<file path="src/rtl/arithmetic_left_shift_saturating_serial_pkg.sv">
// Shared types and saturation constants for the serial saturating left shifter.
//   shl_state_t : FSM encoding (IDLE, SHIFT, DONE)
//   sat_max(n)  : largest positive n-bit two's complement value, zero-extended
//   sat_min(n)  : most negative n-bit two's complement value, as an n-bit pattern
package arith_shift_pkg;

  localparam int unsigned SAT_W = 64;

  typedef enum logic [1:0] {
    IDLE  = 2'd0,
    SHIFT = 2'd1,
    DONE  = 2'd2
  } shl_state_t;

  // {0, {n-1{1}}}
  function automatic logic [SAT_W-1:0] sat_max(input int unsigned n);
    return (SAT_W'(1) << (n - 1)) - SAT_W'(1);
  endfunction

  // {1, {n-1{0}}}
  function automatic logic [SAT_W-1:0] sat_min(input int unsigned n);
    return SAT_W'(1) << (n - 1);
  endfunction

endpackage

</file>
<file path="src/rtl/arithmetic_left_shift_saturating_serial_if.sv">
// Operand/result handshake bundle for the serial saturating left shifter.
//   in_valid/in_ready/in_data/in_shift     : operand channel (master -> slave)
//   out_valid/out_ready/out_data/out_overflow : result channel (slave -> master)
interface arithmetic_left_shift_saturating_serial_if #(
  parameter int unsigned N  = 8,
  parameter int unsigned SW = 4
);
  logic          in_valid;
  logic          in_ready;
  logic [N-1:0]  in_data;
  logic [SW-1:0] in_shift;
  logic          out_valid;
  logic          out_ready;
  logic [N-1:0]  out_data;
  logic          out_overflow;

  modport master (
    output in_valid, in_data, in_shift, out_ready,
    input  in_ready, out_valid, out_data, out_overflow
  );

  modport slave (
    input  in_valid, in_data, in_shift, out_ready,
    output in_ready, out_valid, out_data, out_overflow
  );
endinterface

</file>
<file path="src/rtl/arithmetic_left_shift_saturating_serial_one_step.sv">
// One combinational step of a signed left shift.
//   d        : current value
//   shl      : d shifted left by one, zero filled
//   ovf_step : set when this step changes the sign (top two bits differ)
module arithmetic_left_shift_one_step #(
  parameter int unsigned N = 8
) (
  input  logic [N-1:0] d,
  output logic [N-1:0] shl,
  output logic         ovf_step
);
  assign shl      = {d[N-2:0], 1'b0};
  assign ovf_step = d[N-1] ^ d[N-2];
endmodule

</file>
<file path="src/rtl/arithmetic_left_shift_saturating_serial.sv">
// Serial signed multiply-by-2^k with saturation, one bit per clock.
//   clk, rst_n : clock and synchronous active-low reset
//   bus        : slave side of the operand/result handshake
//                (in_valid/in_ready/in_data/in_shift, out_valid/out_ready/out_data/out_overflow)
module arithmetic_left_shift_saturating_serial
  import arith_shift_pkg::*;
#(
  parameter int unsigned N  = 8,
  parameter int unsigned SW = 4
) (
  input  logic clk,
  input  logic rst_n,
  arithmetic_left_shift_saturating_serial_if.slave bus
);

  localparam int unsigned CW = $clog2(N + 1);
  localparam logic [N-1:0] MAX_V = N'(sat_max(N));
  localparam logic [N-1:0] MIN_V = N'(sat_min(N));

  shl_state_t    state_q, state_d;
  logic [N-1:0]  d_q, d_d;
  logic [CW-1:0] cnt_q, cnt_d;
  logic          ovf_q, ovf_d;
  logic          sign_q, sign_d;
  logic          in_ready_q, in_ready_d;
  logic          out_valid_q, out_valid_d;
  logic [N-1:0]  out_data_q, out_data_d;
  logic          out_overflow_q, out_overflow_d;

  logic [CW-1:0] cnt_load;
  logic [N-1:0]  shl;
  logic          ovf_step;

  arithmetic_left_shift_one_step #(.N(N)) u_step (
    .d        (d_q),
    .shl      (shl),
    .ovf_step (ovf_step)
  );

  // Shift counts beyond N all saturate identically, so clamp to N.
  always_comb begin
    cnt_load = '0;
    if (32'(bus.in_shift) >= N) cnt_load = CW'(N);
    else                        cnt_load = CW'(bus.in_shift);
  end

  // Next-state and registered-output logic; results are formed on entry to DONE.
  always_comb begin
    state_d        = state_q;
    d_d            = d_q;
    cnt_d          = cnt_q;
    ovf_d          = ovf_q;
    sign_d         = sign_q;
    out_data_d     = out_data_q;
    out_overflow_d = out_overflow_q;

    case (state_q)
      IDLE: begin
        if (bus.in_valid) begin
          d_d    = bus.in_data;
          sign_d = bus.in_data[N-1];
          ovf_d  = 1'b0;
          cnt_d  = cnt_load;
          if (cnt_load == '0) begin
            state_d        = DONE;
            out_data_d     = bus.in_data;
            out_overflow_d = 1'b0;
          end else begin
            state_d = SHIFT;
          end
        end
      end
      SHIFT: begin
        d_d   = shl;
        ovf_d = ovf_q | ovf_step;
        cnt_d = cnt_q - CW'(1);
        if (cnt_q == CW'(1)) begin
          state_d        = DONE;
          out_overflow_d = ovf_d;
          if (ovf_d) out_data_d = sign_q ? MIN_V : MAX_V;
          else       out_data_d = shl;
        end
      end
      DONE: begin
        if (bus.out_ready) state_d = IDLE;
      end
      default: state_d = IDLE;
    endcase

    in_ready_d  = (state_d == IDLE);
    out_valid_d = (state_d == DONE);
  end

  // State and datapath registers.
  always_ff @(posedge clk) begin
    if (!rst_n) begin
      state_q        <= IDLE;
      d_q            <= '0;
      cnt_q          <= '0;
      ovf_q          <= 1'b0;
      sign_q         <= 1'b0;
      in_ready_q     <= 1'b1;
      out_valid_q    <= 1'b0;
      out_data_q     <= '0;
      out_overflow_q <= 1'b0;
    end else begin
      state_q        <= state_d;
      d_q            <= d_d;
      cnt_q          <= cnt_d;
      ovf_q          <= ovf_d;
      sign_q         <= sign_d;
      in_ready_q     <= in_ready_d;
      out_valid_q    <= out_valid_d;
      out_data_q     <= out_data_d;
      out_overflow_q <= out_overflow_d;
    end
  end

  assign bus.in_ready     = in_ready_q;
  assign bus.out_valid    = out_valid_q;
  assign bus.out_data     = out_data_q;
  assign bus.out_overflow = out_overflow_q;

endmodule

</file>
<file path="src/flat_wrapper.sv">
// flat-port wrapper written by rule: the top's interface ports become plain ports
module arithmetic_left_shift_saturating_serial_flat import arith_shift_pkg::*;
#(
  parameter int unsigned N  = 8,
  parameter int unsigned SW = 4
)
  (clk, rst_n, bus_in_valid, bus_in_data, bus_in_shift, bus_out_ready, bus_in_ready, bus_out_valid, bus_out_data, bus_out_overflow);
  arithmetic_left_shift_saturating_serial_if #(.N(N), .SW(SW)) bus_i ();
  input  logic clk;
  input  logic rst_n;
  input wire logic [$bits(bus_i.in_valid)-1:0] bus_in_valid;
  input wire logic [$bits(bus_i.in_data)-1:0] bus_in_data;
  input wire logic [$bits(bus_i.in_shift)-1:0] bus_in_shift;
  input wire logic [$bits(bus_i.out_ready)-1:0] bus_out_ready;
  output wire logic [$bits(bus_i.in_ready)-1:0] bus_in_ready;
  output wire logic [$bits(bus_i.out_valid)-1:0] bus_out_valid;
  output wire logic [$bits(bus_i.out_data)-1:0] bus_out_data;
  output wire logic [$bits(bus_i.out_overflow)-1:0] bus_out_overflow;
  assign bus_i.in_valid = bus_in_valid;
  assign bus_i.in_data = bus_in_data;
  assign bus_i.in_shift = bus_in_shift;
  assign bus_i.out_ready = bus_out_ready;
  assign bus_in_ready = bus_i.in_ready;
  assign bus_out_valid = bus_i.out_valid;
  assign bus_out_data = bus_i.out_data;
  assign bus_out_overflow = bus_i.out_overflow;
  arithmetic_left_shift_saturating_serial #(.N(N), .SW(SW)) u_core (.clk(clk), .rst_n(rst_n), .bus(bus_i));
endmodule
</file>
<file path="config.mk">
export PLATFORM = sky130hd
export DESIGN_NAME = arithmetic_left_shift_saturating_serial_flat
export DESIGN_NICKNAME = d
export VERILOG_FILES = /design/src/rtl/arithmetic_left_shift_saturating_serial_pkg.sv /design/src/rtl/arithmetic_left_shift_saturating_serial_if.sv /design/src/rtl/arithmetic_left_shift_saturating_serial_one_step.sv /design/src/rtl/arithmetic_left_shift_saturating_serial.sv /design/src/flat_wrapper.sv
export SDC_FILE = /design/constraint.sdc
export NUM_CORES = 1
export LEC_CHECK = 0
export CAP_MARGIN = 0
export CORE_MARGIN = 1.5
export CORE_UTILIZATION = 35
export CTS_CLUSTER_SIZE = 25
export DETAILED_ROUTE_END_ITERATION = 12
export DONT_BUFFER_PORTS = 1
export PLACE_DENSITY_LB_ADDON = 0.1
export SLEW_MARGIN = 5
export SYNTH_ARGS = -nofsm -noshare
export SYNTH_HDL_FRONTEND = slang
export SYNTH_SLANG_ARGS = --single-unit
</file>
<file path="constraint.sdc">
create_clock -name clk -period 2.7 [get_ports clk]
set_input_delay 0.405 -clock clk [delete_from_list [all_inputs] [get_ports clk]]
set_output_delay 0.405 -clock clk [all_outputs]
set_load 0.05 [all_outputs]
</file>
==> results.toml <==
[floorplanning]
start_util_pct = 37.3
fp.dieArea_um2 = 4010
pin_count = 27
die_h_um = 63.4
coreArea_um2 = 3420
row_count = 21
die_w_um = 63.4

[grt]
grt_pass1_vias = 1086
grt_max_degree = 19
grt_overflow = 0
grt_pass1_wl_mm = 5.34
antenna_found_initial = 0
grt_usage_pct = 16.6

[cells_and_area]
layout_commonest_cell = "dfxtp_1"
area_growth_pct = 3.43
nFillCells = 370
utilization_pct = 38.6
regArea_um2 = 541
n_antenna_cell = 0
multiInputGateArea_um2 = 664
final_nets = 160
final_cell_mix = "27 x dfxtp_1, 18 x a21oi_1, 14 x o21ai_1"
drive_gt1_share_pct = 10.6
stdcell_area_um2 = 1320

[yosys]
synth_cell_types = 41
synth_nets = 163
synth-seq-cells = 27
synth_top_area_share_pct = 42.4
synthFlopType = "dfxtp_1"
avgSynthCellArea_um2 = 8.79
synth_area_leaders = "dfxtp_1 42%, a21oi_1 7.1%, o21ai_1 5.5%"
yosysWarnings = 0
synth_top_cell_by_area = "dfxtp_1"
seq_area_frac_synth_pct = 42.4
syn_area_um2 = 1270
synth-edff-count = 0
async_reset_ff_share_pct = 0
syn_inst = 145

[routing]
drc = 0
drt-total-wl_mm = 3.06
drt_first_pass_iters = 4
drtIter0Drc = 47
post_drt_wl_per_cell_um = 16.4
detail-route-antenna-nets = 0
via_per_inst = 5.67
vias = 1061

[worst_setup_path]
cp-start-kind = "register"
reg2reg_from = "u_core.cnt_q[0]$_SDFFE_PN0P_"
worstReg2RegEnd = "u_core.bus.out_data[6]$_SDFFE_PN0P_"
reg2reg_depth = 5
ff2ff_setup_slack_ns = 0.85
critPathRequiredTime_ns = 2.92
cp_max_fo = 14
arrival_ns = 2.07
critPathKind = "reg2reg"
crit_start = "u_core.cnt_q[0]$_SDFFE_PN0P_"
endpoint = "u_core.bus.out_data[6]$_SDFFE_PN0P_"
endpoint_kind = "register"

[sta]
tightest_slew_ns = 0.520
slew-limit-headroom_pct = 65.3
final_hold_viol_count = 0
fin_tns_setup_ns = 0
rsz0062_at_grt = "false"
setup_viol = 0
drv_slew = 0
timing.fmax_mhz = 541
finalClockSkew_ns = 0.00617
holdWs_ns = 0.201
period_share_pct = 68.5
fin_crit_ns = 1.85

[job]
cap_viol_max_count = 0

[worst_hold_path]
min_path_type = "in2reg"

[place]
dpl_cell_area_um2 = 1290
port_buffers = 0
hpwl_mm = 2.17
gp_congestion = 0.776

[clocking]
cts_resized = 0
cts.path.max_buffers = 2
cts_setup_buffers = 0
numClockSinks = 27
htreeDepth = 1
worstSkewPairLatency_ns = 0.32
cts_root_buffer = "clkbuf_4"
cts_buffers = 3
cts_hold_repair.buffers = 0
path_clk_slew_ns = 0.14
cts_tree = "done"

[status]
outcome = "complete, no violations"

[power]
power.leakage_nw = 0.457
irDropWorstVdd_uv = 326
p_per_area_nw_per_um2 = 643
-- worst max-delay path: stages, from the launching register on --
cell       delay, ns
dfxtp_1         0.42
ha_1            0.15
or3b_1          0.40
o2bb2ai_4       0.35
a21boi_4        0.32
a31oi_1         0.11
-- where the power goes --
part	internal [mW]	switching [mW]
Clock	0.0579	0.115
Combinational	0.0680	0.0999
Sequential	0.436	0.0710
-- state kept, by name (all words and copies together), names as in the netlist --
| register | cells |
|---|---|
| u_core.bus.out_data | 8 |
| u_core.d_q | 8 |
| u_core.cnt_q | 4 |
| u_core.state_q | 2 |
| u_core.bus.in_ready | 1 |
| u_core.bus.out_overflow | 1 |
| u_core.bus.out_valid | 1 |
| u_core.ovf_q | 1 |
| u_core.sign_q | 1 |
-- kinds of logic (layout without fill, tap and decap cells) --
kind of cell | count (synthesis) | count (layout) | share of synthesized area (%)
compound gates | 65 | 65 | 33.6
mux | 1 | 1 | 0.785
flops | 27 | 27 | 42.4
fa+ha+maj | 2 | 2 | 1.96
buf+inv | 16 | 12 | 5.50
xor+xnor | 1 | 1 | 0.687
simple gates | 33 | 33 | 15.1
-- cells in the mapped netlist (2+ instances only) --
cell type	count
a21oi_1	18
a22oi_1	6
a31oi_1	4
buf_2	5
clkbuf_1	2
dfxtp_1	27
ha_1	2
inv_1	5
inv_2	2
nand2_1	6
nand2b_1	2
nor2_1	9
nor2b_1	3
nor3_1	2
nor3b_2	2
o21ai_0	6
o21ai_1	14
o221a_2	2
o22ai_1	6
-- cell type report --
class	instances	area share, %
multi-input cells	102	50.4
flip-flops and latches	27	41.0
well taps	46	4.36
inverters	8	2.28
clock buffers	4	1.99
-- worst min-delay path by stage --
stage / from / depth (start not counted) / end
6_report: bus_in_data[0] / 2 / u_core.bus.out_data[0]$_SDFFE_PN0P_
5_1_grt: rst_n / 1 / u_core.state_q[1]$_SDFF_PN0_
4_1_cts: rst_n / 2 / u_core.d_q[7]$_SDFFE_PN0P_
3_5_place_dp: u_core.d_q[5]$_SDFFE_PN0P_ / 2 / u_core.d_q[6]$_SDFFE_PN0P_
3_3_place_gp: u_core.d_q[5]$_SDFFE_PN0P_ / 2 / u_core.d_q[6]$_SDFFE_PN0P_
2_1_floorplan: u_core.d_q[5]$_SDFFE_PN0P_ / 2 / u_core.d_q[6]$_SDFFE_PN0P_
-- metal layers --
metal | up-vias | global-route usage [%] | share of wire (%)
met1 | 514 | 20.4 | 46
li1 | 521 | - | -
met3 | 2 | 5.36 | 5.5
met4 | 0 | 2.45 | 0.56
met5 | - | 0 | 0
met2 | 24 | 28.7 | 48
-- stage by stage --
step / total power, mW / instances / setup slack (ns)
global placement: 0.681 / 183 / 0.886
detailed placement: 0.683 / 183 / 0.845
global route: 0.906 / 187 / 0.734
finish: 0.848 / 187 / 0.850
CTS: 0.856 / 187 / 0.844
floorplan: 0.651 / 145 / 1.16
Power figures use the tool's default switching activity.
